`config.mk`:
```
export PLATFORM = sky130hd
export DESIGN_NAME = quad_encoder_emulator
export DESIGN_NICKNAME = d
export VERILOG_FILES = /design/src/rtl/quad_encoder_emulator.sv
export SDC_FILE = /design/constraint.sdc
export NUM_CORES = 1
export LEC_CHECK = 0
export BUFFER_PORTS_ARGS = -buffer_cell sky130_fd_sc_hd__buf_4
export CORE_MARGIN = 2
export CORE_UTILIZATION = 28
export CTS_CLUSTER_SIZE = 16
export DETAILED_ROUTE_END_ITERATION = 10
export GPL_TIMING_DRIVEN = 0
export PLACE_DENSITY_LB_ADDON = 0.08
export SLEW_MARGIN = 0
export SYNTH_ARGS = -nofsm -noshare
export SYNTH_HDL_FRONTEND = slang
export SYNTH_SLANG_ARGS = --single-unit
```
`constraint.sdc`:
```
create_clock -name clk_clk -period 3.2 [get_ports clk_clk]
set_input_delay 0.48 -clock clk_clk [delete_from_list [all_inputs] [get_ports clk_clk]]
set_output_delay 0.48 -clock clk_clk [all_outputs]
set_load 0.01 [all_outputs]
```
`src/rtl/quad_encoder_emulator.sv`:
```
// Quadrature encoder emulator: emits N Gray-coded A/B edges, P clocks apart.
// Tracks a signed count of the edges it has emitted.
module quad_encoder_emulator #(
  parameter int unsigned CNT_W = 16,
  parameter int unsigned DIV_W = 16,
  parameter int unsigned POS_W = 32
) (
  input  logic             clk_clk,
  input  logic             reset_reset_n,
  input  logic             cmd_valid,
  output logic             cmd_ready,
  input  logic             cmd_dir,
  input  logic [CNT_W-1:0] cmd_steps,
  input  logic [DIV_W-1:0] cmd_period,
  input  logic             abort,
  output logic [1:0]       enc_out,
  output logic             busy,
  output logic             done_pulse,
  output logic [POS_W-1:0] position
);

  typedef enum logic {
    IDLE = 1'b0,
    RUN  = 1'b1
  } state_t;

  state_t           state, state_nxt;
  logic             dir_q, dir_nxt;
  logic [DIV_W-1:0] period_q, period_nxt;
  logic [DIV_W-1:0] div_q, div_nxt;
  logic [CNT_W-1:0] remain_q, remain_nxt;
  logic [1:0]       enc_nxt;
  logic [POS_W-1:0] pos_nxt;
  logic             ready_nxt, busy_nxt, done_nxt;
  logic             step;
  logic [DIV_W-1:0] period_eff;

  // A requested period of 0 behaves as 1 clock per edge.
  assign period_eff = (cmd_period == '0) ? DIV_W'(1) : cmd_period;

  // State and all registered outputs.
  always_ff @(posedge clk_clk or negedge reset_reset_n) begin
    if (!reset_reset_n) begin
      state      <= IDLE;
      dir_q      <= 1'b0;
      period_q   <= '0;
      div_q      <= '0;
      remain_q   <= '0;
      enc_out    <= 2'b00;
      position   <= '0;
      cmd_ready  <= 1'b0;
      busy       <= 1'b0;
      done_pulse <= 1'b0;
    end else begin
      state      <= state_nxt;
      dir_q      <= dir_nxt;
      period_q   <= period_nxt;
      div_q      <= div_nxt;
      remain_q   <= remain_nxt;
      enc_out    <= enc_nxt;
      position   <= pos_nxt;
      cmd_ready  <= ready_nxt;
      busy       <= busy_nxt;
      done_pulse <= done_nxt;
    end
  end

  // Next-state, divider/step scheduling and phase/position update.
  always_comb begin
    state_nxt  = state;
    dir_nxt    = dir_q;
    period_nxt = period_q;
    div_nxt    = div_q;
    remain_nxt = remain_q;
    enc_nxt    = enc_out;
    pos_nxt    = position;
    done_nxt   = 1'b0;
    step       = 1'b0;

    case (state)
      IDLE: begin
        if (cmd_valid && cmd_ready) begin
          dir_nxt    = cmd_dir;
          period_nxt = period_eff;
          div_nxt    = period_eff;
          remain_nxt = cmd_steps;
          if (cmd_steps == '0) begin
            done_nxt = 1'b1;
          end else begin
            state_nxt = RUN;
          end
        end
      end
      RUN: begin
        if (div_q == DIV_W'(1)) begin
          step       = 1'b1;
          div_nxt    = period_q;
          remain_nxt = remain_q - CNT_W'(1);
          if (remain_q == CNT_W'(1)) begin
            state_nxt = IDLE;
            done_nxt  = 1'b1;
          end
        end else begin
          div_nxt = div_q - DIV_W'(1);
        end
        // A step due on the abort edge still goes out before stopping.
        if (abort) begin
          state_nxt = IDLE;
          done_nxt  = 1'b1;
        end
      end
      default: state_nxt = IDLE;
    endcase

    // Gray stepping from the current phase: forward {B,A} 00->01->11->10.
    if (step) begin
      if (dir_q) begin
        enc_nxt = {enc_out[0], ~enc_out[1]};
        pos_nxt = position + POS_W'(1);
      end else begin
        enc_nxt = {~enc_out[0], enc_out[1]};
        pos_nxt = position - POS_W'(1);
      end
    end

    ready_nxt = (state_nxt == IDLE);
    busy_nxt  = (state_nxt == RUN);
  end

endmodule

```
-- Yosys cells after proc, flatten, opt, wreduce, memory -nomap -nowiden
Cells that the tools add are included.
- output and inout port bits: 37
- logic and storage cells: 49
- ROM bits: 0
- register bits: 86
- bits in writable memories: 0
- memories kept: 0
- bits in latches: 0
- bits of input ports: 37
- div/mod/pow operators: 0
- multiply operators: 0
- reduce and logical (&&, ||, !) cells: 5
- mux-type cells: 23
- equal/unequal tests: 4
- bitwise gates (word level): 4
- shift operators: 0
- $lt $le $gt $ge: 0
- add/sub/neg operators: 4
- operators with widths (kind ; number):
    16-bit 2-to-1 mux ; 5
    16-bit case mux with 2 select lines ; 2
    32-bit by 1-bit adder with 32-bit output, second input constant ; 1
    16-bit by 1-bit equality test with 1-bit output, second input constant ; 2
    16-bit zero test ; 2
    32-bit 2-to-1 mux ; 1
    16-bit by 1-bit subtractor with 16-bit output, second input constant ; 2
    32-bit by 1-bit subtractor with 32-bit output, second input constant ; 1
    1-bit 2-to-1 mux ; 12
    1-bit inverter ; 4
    1-bit case mux with 2 select lines ; 2
    2-bit AND reduction ; 2
    2-bit 2-to-1 mux ; 1
    2-bit by 1-bit != test with 1-bit output, second input constant ; 1
    2-bit != test, second input constant ; 1
    1-bit logical AND ; 1

-- Longest topological paths before layout
Gate-level depths: netlist of the first run.
- depth in word-level cells: 6
- mapped depth: 11
- depth with buffers taken out: 9

-- Worst setup path after synthesis of the first run
Ideal clock, no wire load.
- path type: register to register
- from: register dir_q
- to: register position[18]
- setup time: 0.069 ns
- buffers on the path: 1
- stages on the path, launching flop included: 11
- setup slack: 0.110 ns
- data required time: 3.131 ns
- data arrival time: 3.021 ns
- path through: dfrtp_1 -> clkbuf_1 -> inv_1 -> ha_1 -> a21o_1 -> a21o_1 -> a21oi_1 -> nor3b_1 -> a211oi_1 -> or4_1 -> nand3_1
- cells in the longest elaborated chain, start to end: 1
- ends and longest elaborated chain (element ; line ; RTL):
    start: declaration ; 28 ; logic dir_q, dir_nxt;
    start signal: assignment ; 56 ; dir_q <= dir_nxt;
    32-bit 2-to-1 mux ; 117 ; if (dir_q) begin
    end signal: assignment ; 61 ; position <= pos_nxt;
    end: declaration ; 19 ; output logic [POS_W-1:0] position
No other way between the ends.
A chain may end at the register's enable or synchronous reset.

-- Worst setup path in the final report of the first run
- from: register dir_q
- to: register position[19]
Same word-level chain as after synthesis.

==> results.sh, run 1 <==
export IMPL_synthSimpleGateAreaFrac_pct=20.1
export IMPL_r2r_start="dir_q"
export IMPL_slew_headroom_pct=19.8
export IMPL_cts_sinks=86
export IMPL_yosysWarnings=0
export IMPL_htree_levels=3
export IMPL_start_util_pct=28.4
export IMPL_path_class="register to register"
export IMPL_dpl_cell_area_um2=7090
export IMPL_fmaxAchievable_mhz=335
export IMPL_cp_endpoint="position[19]"
export IMPL_status="finished clean"
export IMPL_die_height_um=153
export IMPL_grt_max_degree=87
export IMPL_drv_slew=0
export IMPL_synth_fa_ha_area_share_pct=7.20
export IMPL_clock_latency_ns=0.35
export IMPL_fin_skew_ns=0.0106
export IMPL_startpoint="dir_q"
export IMPL_cp_cell_sequence="clkbuf_4, clkinvlp_4, buf_4, ha_1, o211ai_1, o211ai_1, a31oi_1, o21ai_2, a221oi_1, xnor2_1, o21ai_1"
export IMPL_worstPathRequired_ns=3.42
export IMPL_reg2reg_slack_ns=0.21
export IMPL_ys_seq_area_share_pct=34.8
export IMPL_synth_mux_area_fraction_pct=4.67
export IMPL_max_stage_delay_ns=0.38
export IMPL_ys_ff_latch=86
export IMPL_final_hold_viol_count=0
export IMPL_power_uw=5270
export IMPL_boundaryPins=74
export IMPL_drv_cap=0
export IMPL_cts_buffer_depth=2
export IMPL_detail_route_antenna_nets=0
export IMPL_cp_data_arrival_time_ns=3.21
export IMPL_ys_types=70
export IMPL_synth_cells=716
export IMPL_path_max_fanout=17
export IMPL_drt_iter0_markers=274
export IMPL_avgSynthCellArea_um2=8.64
export IMPL_grtUsageTotal_pct=16.5
export IMPL_die_area_um2=23300
export IMPL_hold_path_class="input port to register"
export IMPL_grt_pass1_wl_mm=31.0
export IMPL_grt_pass1_vias=5823
export IMPL_crit_slowest_cell="a221oi_1"
export IMPL_wirelength_mm=19.1
export IMPL_die_width_um=153
export IMPL_leakage_uw=0.00324
export IMPL_worst_pin_slew_ns=1.20
export IMPL_timing_final_crit_share_pct=93.4
export IMPL_clkSlewWorstSetupHoldPaths_ns=0.07
export IMPL_ys_flop_type="dfrtp_1"
export IMPL_dp_hpwl_mm=14.0
export IMPL_layout_nets=876
export IMPL_rows=54
export IMPL_gr_total_overflow=0
export IMPL_synthArstFlopShare_pct=100
export IMPL_irDropWorstVdd_v=0.000279
export IMPL_holdWs_ns=0.349
export IMPL_core_um2=21800
export IMPL_areaGrowthSynthToFinish_pct=20.0
export IMPL_antenna_cells=0
export IMPL_route_vias_total=5687
export IMPL_crit_path_end_kind="register"
export IMPL_fill_cells=2333
export IMPL_grt_antenna_before_repair=0
export IMPL_synth_top_family_by_area="compound AO/OA/AOI/OAI gates"
export IMPL_cts_tree="built"
export IMPL_cts_root_buf="clkbuf_16"
export IMPL_synth_xor_area_share_pct=6.37
export IMPL_rsz0062_at_grt="no"
export IMPL_path_common_cell="o211ai_1"
export IMPL_p_per_area_nw_per_um2=709
export IMPL_drive_gt1_share_pct=16.9
export IMPL_syn_area_um2=6190
export IMPL_worst_r2r_path_depth=11
export IMPL_synth_net_count=788
export IMPL_io_buffers=73
export IMPL_synth_edf_count=0
export IMPL_min_period_ns=2.99
export IMPL_avgViaCountPerCell=5.22
export IMPL_r2r_end="position[19]"
export IMPL_setup_viol=0
export IMPL_dr_pass1_iters=4
export IMPL_place_congestion=0.820
export IMPL_design_area_um2=7430
export IMPL_synth_compound_area_share_pct=23.0
export IMPL_remaining_drc_errors=0
export IMPL_numCtsBuffers=9
export IMPL_setup_worst_path_start_class="register"
export IMPL_routedWlPerCell_um=17.6
-- metrics by stage --
| stage | setup TNS, ns | utilization (%) | std cells | setup WS (ns) |
|---|---|---|---|---|
| 2_1_floorplan | 0 | - | 716 | 0.110 |
| 3_3_place_gp | -12.67 | 32.6 | 1069 | -0.899 |
| 3_5_place_dp | -12.52 | 32.6 | 1069 | -0.906 |
| 4_1_cts | 0 | 34.0 | 1091 | 0.000894 |
| 5_1_grt | 0 | 34.1 | 1089 | 0.000504 |
| 6_report | 0 | 34.1 | 1089 | 0.211 |
-- cells by family after synthesis --
family | Yosys count
AO/OA/AOI/OAI | 222
XOR/XNOR | 45
adder cells (fa/ha/maj) | 35
buffers and inverters | 60
flip-flops | 86
multiplexers | 27
AND/OR/NAND/NOR | 241
-- synth_stat cells (2+ instances only) --
cell type,instances,area share (%)
nor4_2,3,0.61
o31ai_1,4,0.49
nor4_1,11,1.1
buf_2,5,0.40
and2_1,4,0.40
o211ai_1,22,2.7
o2111ai_1,3,0.42
a311oi_1,3,0.42
and3_1,19,1.9
or3_1,4,0.40
a31o_2,2,0.28
nor4b_1,2,0.28
a2111o_1,2,0.36
nand2_1,81,4.9
a211oi_1,24,2.9
nand4b_1,3,0.42
nor3_1,16,1.3
o21ai_0,54,4.4
a21o_1,18,2.2
xor2_1,19,2.7
nor3_2,2,0.32
inv_1,18,1.1
nor2b_1,2,0.20
mux2i_1,12,1.9
nor3b_1,4,0.49
xnor2_1,26,3.7
a21oi_1,49,4.0
nand3_1,19,1.5
o21a_1,9,1.1
dfrtp_1,86,35
or4_1,4,0.49
ha_1,34,6.9
mux2_2,15,2.7
a31oi_1,7,0.71
a22oi_1,2,0.24
o21ai_1,3,0.24
o22ai_1,6,0.61
nor2_1,44,2.7
clkbuf_1,33,2.0
buf_1,2,0.12
nand2b_1,6,0.61
nand4_1,5,0.51
o21bai_1,2,0.24
-- worst max-delay path, delay by kind of cell (launching register included) --
family / cells / cell delay (ns)
AOI/OAI and AO/OA: 6 / 1.45
xor gates and xnor gates: 1 / 0.16
adders and majority gates: 1 / 0.35
buffers and inverters: 3 / 0.53
DFF: 1 / 0.36
-- layer usage --
| metal | vias up | part of all wire, % | global-route usage, % |
|---|---|---|---|
| met5 | - | 0 | 0 |
| met4 | 0 | 2.0 | 6.08 |
| met3 | 23 | 3.0 | 1.99 |
| met2 | 111 | 49 | 28.3 |
| met1 | 2732 | 46 | 21.4 |
| li1 | 2821 | - | - |
-- how the worst min path moves through the flow --
stage                     slack (ns)      endpoint  cells after the start           start
after floorplan                 0.18     cmd_ready                      0   reset_reset_n
after global routing            0.38  period_q[13]                      2  cmd_period[13]
after CTS                       0.34         dir_q                      3         cmd_dir
after global placement          0.49   period_q[4]                      1     period_q[4]
final                           0.35         dir_q                      3         cmd_dir
after detailed placement        0.49   period_q[4]                      1     period_q[4]
-- power by group --
part	leakage [µW]	internal [µW]	switching (µW)
clock network	0.000130	526	478
logic	0.00203	1030	1460
registers	0.00108	1430	345
total	0.00324	2980	2290
-- layout make-up --
class / count / area [µm²] / share of cell area [%]
multi-input cells: 570 / 3830 / 51.5
flip-flops and latches: 86 / 2150 / 29.0
repair buffers: 78 / 586 / 7.89
well taps: 280 / 350 / 4.72
clock buffers: 12 / 236 / 3.18
plain buffers: 40 / 171 / 2.31
inverters: 18 / 71.3 / 0.960
clock inverters: 4 / 23.8 / 0.320
repair inverters: 1 / 7.51 / 0.101
-- flip-flops by register name (all words and copies together), names as in the netlist --
name        count
enc_out         2
state           1
position       32
done_pulse      1
remain_q       16
cmd_ready       1
dir_q           1
div_q          16
period_q       16
-- placed cells by master (no fill, tap or decap), drive strengths merged, types with 3 or more instances in the layout --
cell     count
nor3b        4
o2111ai      3
nand2b       6
nor2        45
xnor2       26
clkinv       4
nor4        14
a211oi      24
or4          5
o211ai      22
nand4        6
buf         87
o21ai       57
mux2        15
nor3        18
a311oi       3
and2         4
a31oi        7
o31ai        4
mux2i       12
ha          34
dfrtp       86
a21oi       49
or2          3
o22ai        6
o21a         9
and3        19
or3          4
nand3       19
a21o        18
nand2       82
inv         17
clkbuf      43
nand4b       3
xor2        19
-- repair_timing --
item	in CTS	in global routing
resized for setup	6	8
hold buffers	0	0
gates cloned	1	0
setup buffers	5	0
hold endpoints to repair	0	0
setup endpoints to repair	23	11
(Power assumes the default switching activity.)
==> run 2: changes to the inputs <==
--- a/config.mk
+++ b/config.mk
@@ -7,7 +7,8 @@
 export LEC_CHECK = 0
 export BUFFER_PORTS_ARGS = -buffer_cell sky130_fd_sc_hd__buf_4
 export CORE_MARGIN = 2
-export CORE_UTILIZATION = 28
+export CORE_UTILIZATION = 50
+export CTS_BUF_LIST = sky130_fd_sc_hd__clkbuf_2
 export CTS_CLUSTER_SIZE = 16
 export DETAILED_ROUTE_END_ITERATION = 10
 export GPL_TIMING_DRIVEN = 0
==> run 2 against run 1 <==
  * Sequential share of layout area grew 1.0 points
  * Clock skew increased by 0.015 ns
  * Flip-flop and latch count unchanged
  * Wire length shrank 13%
  * Worst setup slack got worse by 0.092 ns
  * Sequential power about the same
  * Critical endpoint is now position[24]
  * Non-clock buffer count increased by 4
  * Largest power group unchanged
  * Die area down 43%
  * Count of clock-buffer cells in the layout shrank 2
==> results.sh, run 2 (synthesis results as in run 1) <==
export IMPL_p_per_area_nw_per_um2=671
export IMPL_min_period_ns=3.08
export IMPL_seq_area_um2=2150
export IMPL_largest_register_ffs=32
export IMPL_holdWs_ns=0.00671
export IMPL_htree_levels=3
export IMPL_slew_headroom_pct=24.6
export IMPL_wirelength_mm=16.7
export IMPL_path_max_fanout=10
export IMPL_grtUsageTotal_pct=26.1
export IMPL_r2r_end="position[24]"
export IMPL_grt_max_degree=87
export IMPL_status="finished clean"
export IMPL_hold_path_class="input port to async pin"
export IMPL_avgViaCountPerCell=5.92
export IMPL_io_buffers=73
export IMPL_die_area_um2=13300
export IMPL_start_util_pct=51.3
export IMPL_worstPathRequired_ns=3.74
export IMPL_clkSlewWorstSetupHoldPaths_ns=0.25
export IMPL_irDropWorstVdd_v=0.000386
export IMPL_dr_pass1_iters=5
export IMPL_regMostFlops="position"
export IMPL_areaGrowthSynthToFinish_pct=15.9
export IMPL_core_um2=12100
export IMPL_grt_pass1_wl_mm=27.3
export IMPL_r2r_start="dir_q"
export IMPL_detail_route_antenna_nets=0
export IMPL_cts_tree="built"
export IMPL_final_hold_viol_count=0
export IMPL_route_vias_total=5799
export IMPL_setup_viol=0
export IMPL_die_height_um=115
export IMPL_cts_sinks=86
export IMPL_setup_worst_path_start_class="register"
export IMPL_final_cells=980
export IMPL_boundaryPins=74
export IMPL_power_uw=4820
export IMPL_layout_commonest_cell="dfrtp_1"
export IMPL_routedWlPerCell_um=17.1
export IMPL_leakage_uw=0.00319
export IMPL_worst_r2r_path_depth=12
export IMPL_dp_hpwl_mm=12.0
export IMPL_grt_pass1_vias=5549
export IMPL_worst_pin_slew_ns=1.13
export IMPL_antenna_cells=0
export IMPL_reg2reg_slack_ns=0.12
export IMPL_drv_cap=0
export IMPL_place_congestion=0.912
export IMPL_cts_root_buf="clkbuf_2"
export IMPL_rows=40
export IMPL_fill_cells=1123
export IMPL_dp_cells=957
export IMPL_drv_slew=0
export IMPL_path_class="register to register"
export IMPL_layout_nets=880
export IMPL_die_width_um=115
export IMPL_cts_buffer_depth=2
export IMPL_rsz0062_at_grt="no"
export IMPL_timing_final_crit_share_pct=96.3
export IMPL_fin_skew_ns=0.0259
export IMPL_cp_data_arrival_time_ns=3.62
export IMPL_gr_total_overflow=0
export IMPL_multi_input_area_um2=3850
export IMPL_final_cell_mix="dfrtp_1 (86), buf_4 (82), nand2_1 (80)"
export IMPL_clock_latency_ns=0.62
export IMPL_remaining_drc_errors=0
export IMPL_grt_antenna_before_repair=0
export IMPL_drt_iter0_markers=388
export IMPL_drive_gt1_share_pct=17.6
export IMPL_fmaxAchievable_mhz=325
export IMPL_tns_ns=0
export IMPL_numCtsBuffers=9
export IMPL_crit_path_end_kind="register"
-- run 2: changes by cell type in the layout (fill, tap and decap cells not counted), moves of 2 or more --
cell	change
clkinvlp_4	+2
clkbuf_16	-9
clkinv_2	-2
buf_4	+3
clkinv_1	+2
buf_2	-2
clkbuf_1	-3
clkbuf_2	+10
-- run 2: cell type report --
cell class,count,share of cell area (%)
multi-input combinational,570,53.6
sequential,86,30.0
timing repair buffer,82,8.76
tap,168,2.93
buffer,40,2.51
inverter,18,0.994
clock buffer,10,0.698
clock inverter,5,0.384
timing repair inverter,1,0.105
-- run 2: repair_timing --
action	CTS	global route
buffers inserted	6	3
gates cloned	1	0
resized for setup	5	15
hold buffers	0	0
pin swaps	0	1
setup endpoints to repair	22	11
-- run 2: worst max-delay path: stages, from the launching register on --
cell        delay, ns
dfrtp_1          0.43
buf_6            0.16
clkinvlp_4       0.07
buf_4            0.18
buf_4            0.19
ha_1             0.41
o21ai_0          0.23
nor2_1           0.09
o31ai_1          0.29
a21oi_1          0.14
a211o_1          0.34
a2111o_1         0.39
o211ai_1         0.09
-- run 2: report_power, final --
group	total (µW)	internal (µW)	switching, µW	leakage [µW]
Combinational	2550	1080	1470	0.00206
Sequential	1770	1420	348	0.00108
Clock	503	94.1	409	0.0000489
-- run 2: worst max path at each step --
stage / startpoint / to / slack, ns / cells after the start
2_1_floorplan: dir_q / position[18] / 0.11 / 10
4_1_cts: dir_q / position[25] / 0.01 / 13
6_report: dir_q / position[24] / 0.12 / 12
5_1_grt: dir_q / position[25] / 0.01 / 13
3_5_place_dp: dir_q / position[28] / -0.74 / 10
3_3_place_gp: dir_q / position[28] / -0.67 / 10
-- run 2: routing by layer --
metal | up-vias | wire, µm | global-route usage [%] | share of wire (%)
met5 | - | 0 | 0 | 0
met4 | 0 | 489 | 11.2 | 2.9
met3 | 36 | 734 | 3.27 | 4.4
met2 | 177 | 8160 | 44.4 | 49
met1 | 2762 | 7350 | 33.4 | 44
li1 | 2824 | - | - | -
-- run 2: metrics by stage --
step	setup WS, ns	utilization [%]	instance area, µm²
2_1_floorplan	0.110	-	6190
3_3_place_gp	-0.674	57.6	6950
3_5_place_dp	-0.739	57.6	6950
4_1_cts	0.0125	58.8	7090
5_1_grt	0.0120	59.5	7170
6_report	0.119	59.5	7170
==> run 3: changes to the inputs <==
--- a/config.mk
+++ b/config.mk
@@ -8,7 +8,6 @@
 export BUFFER_PORTS_ARGS = -buffer_cell sky130_fd_sc_hd__buf_4
 export CORE_MARGIN = 2
 export CORE_UTILIZATION = 50
-export CTS_BUF_LIST = sky130_fd_sc_hd__clkbuf_2
 export CTS_CLUSTER_SIZE = 16
 export DETAILED_ROUTE_END_ITERATION = 10
 export GPL_TIMING_DRIVEN = 0
==> run 3 against run 2 <==
  * Critical path depth unchanged
  * Maximum frequency is 3.8% higher
  * Wire length grew 0.63%
  * Utilization grew 1.3 points
  * Highest routed layer unchanged
  * Flip-flop and latch count stayed put
  * Non-clock buffer count rose by 1
  * Count of clock-buffer cells in the layout increased by 2
  * Design area grew 2.1%
  * Register-to-register slack better by 0.11 ns
  * First-iteration DRC count rose by 5.9%
  * Hold slack improved by 0.30 ns
  * Die area unchanged
==> results.sh, run 3 (synthesis results as in run 1) <==
export IMPL_htree_levels=3
export IMPL_grt_pass1_wl_mm=27.6
export IMPL_path_depth=12
export IMPL_crit_slowest_cell="dfrtp_2"
export IMPL_clock_latency_ns=0.35
export IMPL_place_congestion=0.912
export IMPL_power_share_clock_pct=19.1
export IMPL_final_cells=981
export IMPL_path_max_fanout=10
export IMPL_numCtsBuffers=9
export IMPL_cp_endpoint="position[24]"
export IMPL_routedWlPerCell_um=17.2
export IMPL_dr_pass1_iters=5
export IMPL_cts_sinks=86
export IMPL_cp_data_arrival_time_ns=3.24
export IMPL_reg2reg_slack_ns=0.23
export IMPL_antenna_cells=0
export IMPL_design_area_um2=7330
export IMPL_max_stage_delay_ns=0.41
export IMPL_remaining_drc_errors=0
export IMPL_startpoint="dir_q"
export IMPL_irDropWorstVdd_v=0.000451
export IMPL_hold_path_class="input port to async pin"
export IMPL_largest_register_ffs=32
export IMPL_start_util_pct=51.3
export IMPL_grt_antenna_before_repair=0
export IMPL_path_common_cell="buf_4"
export IMPL_power_frac_comb_pct=47.3
export IMPL_drv_slew=0
export IMPL_drv_cap=0
export IMPL_crit_family="compound AO/OA/AOI/OAI gates"
export IMPL_dp_hpwl_mm=12.0
export IMPL_crit_path_end_kind="register"
export IMPL_fin_skew_ns=0.00483
export IMPL_gr_total_overflow=0
export IMPL_crit_buf_inv=4
export IMPL_worst_pin_slew_ns=1.14
export IMPL_clkSlewWorstSetupHoldPaths_ns=0.06
export IMPL_rsz0062_at_grt="no"
export IMPL_layout_commonest_cell="dfrtp_1"
export IMPL_wirelength_mm=16.8
export IMPL_io_buffers=73
export IMPL_pwr_share_seq_pct=33.6
export IMPL_fmaxAchievable_mhz=337
export IMPL_grt_pass1_vias=5585
export IMPL_timing_final_crit_share_pct=92.8
export IMPL_p_int_uw=3050
export IMPL_final_core_util_pct=60.7
export IMPL_rows=40
export IMPL_detail_route_antenna_nets=0
export IMPL_final_hold_viol_count=0
export IMPL_leakage_uw=0.00326
export IMPL_drive_gt1_share_pct=17.0
export IMPL_cp_cell_sequence="clkinvlp_4, buf_4, buf_4, ha_1, clkbuf_1, o21ai_0, nor2_1, o31ai_1, a21oi_1, a211o_1, a2111o_1, o211ai_1"
export IMPL_core_um2=12100
export IMPL_p_switching_uw=2260
export IMPL_die_area_um2=13300
export IMPL_layout_nets=881
export IMPL_grtUsageTotal_pct=26.3
export IMPL_dp_cells=957
export IMPL_die_height_um=115
export IMPL_boundaryPins=74
export IMPL_cts_buffer_depth=2
export IMPL_setup_viol=0
export IMPL_worstPathRequired_ns=3.47
export IMPL_p_per_area_nw_per_um2=725
export IMPL_slew_headroom_pct=23.7
export IMPL_areaGrowthSynthToFinish_pct=18.4
export IMPL_die_width_um=115
export IMPL_cts_root_buf="clkbuf_16"
export IMPL_setup_worst_path_start_class="register"
export IMPL_min_period_ns=2.97
export IMPL_grt_max_degree=87
export IMPL_path_class="register to register"
export IMPL_r2r_end="position[24]"
export IMPL_regMostFlops="position"
export IMPL_status="finished clean"
export IMPL_dpl_cell_area_um2=6950
export IMPL_final_cell_mix="dfrtp_1 (85), buf_4 (82), nand2_1 (81)"
export IMPL_worst_r2r_path_depth=12
export IMPL_holdWs_ns=0.310
export IMPL_route_vias_total=5804
export IMPL_cts_tree="built"
export IMPL_drt_iter0_markers=411
export IMPL_avgViaCountPerCell=5.92
export IMPL_r2r_start="dir_q"
export IMPL_hold_buffers=0
export IMPL_switching_share_pct=42.5
==> run 3: worst min path at each step <==
stage / to / slack [ns]
2_1_floorplan: cmd_ready / 0.18
3_3_place_gp: period_q[1] / 0.49
3_5_place_dp: period_q[5] / 0.50
4_1_cts: dir_q / 0.34
5_1_grt: period_q[9] / 0.38
6_report: position[11] / 0.31
==> run 3: through the flow <==
stage | setup TNS (ns) | setup slack (ns) | total power [µW]
after detailed placement | -9.67 | -0.739 | 4130
final | 0 | 0.231 | 5310
after global routing | 0 | 0.0323 | 5720
after global placement | -7.76 | -0.674 | 4040
after CTS | 0 | 0.0877 | 5250
after floorplan | 0 | 0.110 | 3510
==> run 3: repair_timing <==
action	4_1_cts	5_1_grt
resized for setup	4	3
gates cloned	1	0
endpoints found under the hold margin	0	0
endpoints found under the setup margin	22	5
buffers inserted	6	3
==> run 3: cell type report <==
type                            instances  area [µm²]
Timing Repair Buffer                   82         628
Buffer                                 41         171
Timing Repair inverter                  1        7.51
Fill cell                            1089        4740
Sequential cell                        86        2150
Clock buffer                           12         256
Clock inverter                          3        20.0
Multi-Input combinational cell        570        3810
Tap cell                              168         210
Inverter                               18        71.3
==> run 3: power groups by stage <==
stage	combinational (µW)	clock, µW	sequential, µW
after floorplan	1800	0	1710
after global placement	2270	0	1770
after detailed placement	2350	0	1780
after CTS	2430	1030	1790
after global routing	2800	1090	1840
final	2510	1020	1780
==> run 3: layer usage <==
layer	vias to the layer above	global-route usage [%]	share of wire (%)
li1	2836	-	-
met1	2754	33.1	43
met2	180	45.6	50
met3	34	4.59	4.8
met4	0	9.24	2.3
met5	-	0	0
==> run 3: worst register-to-register path, delay by kind of cell (launching register included) <==
kind / cells / cell delay [ns]
AO/OA/AOI/OAI: 6 / 1.46
adder cells (fa/ha/maj): 1 / 0.27
flip-flops: 1 / 0.41
AND/OR/NAND/NOR: 1 / 0.08
buffers and inverters: 4 / 0.66
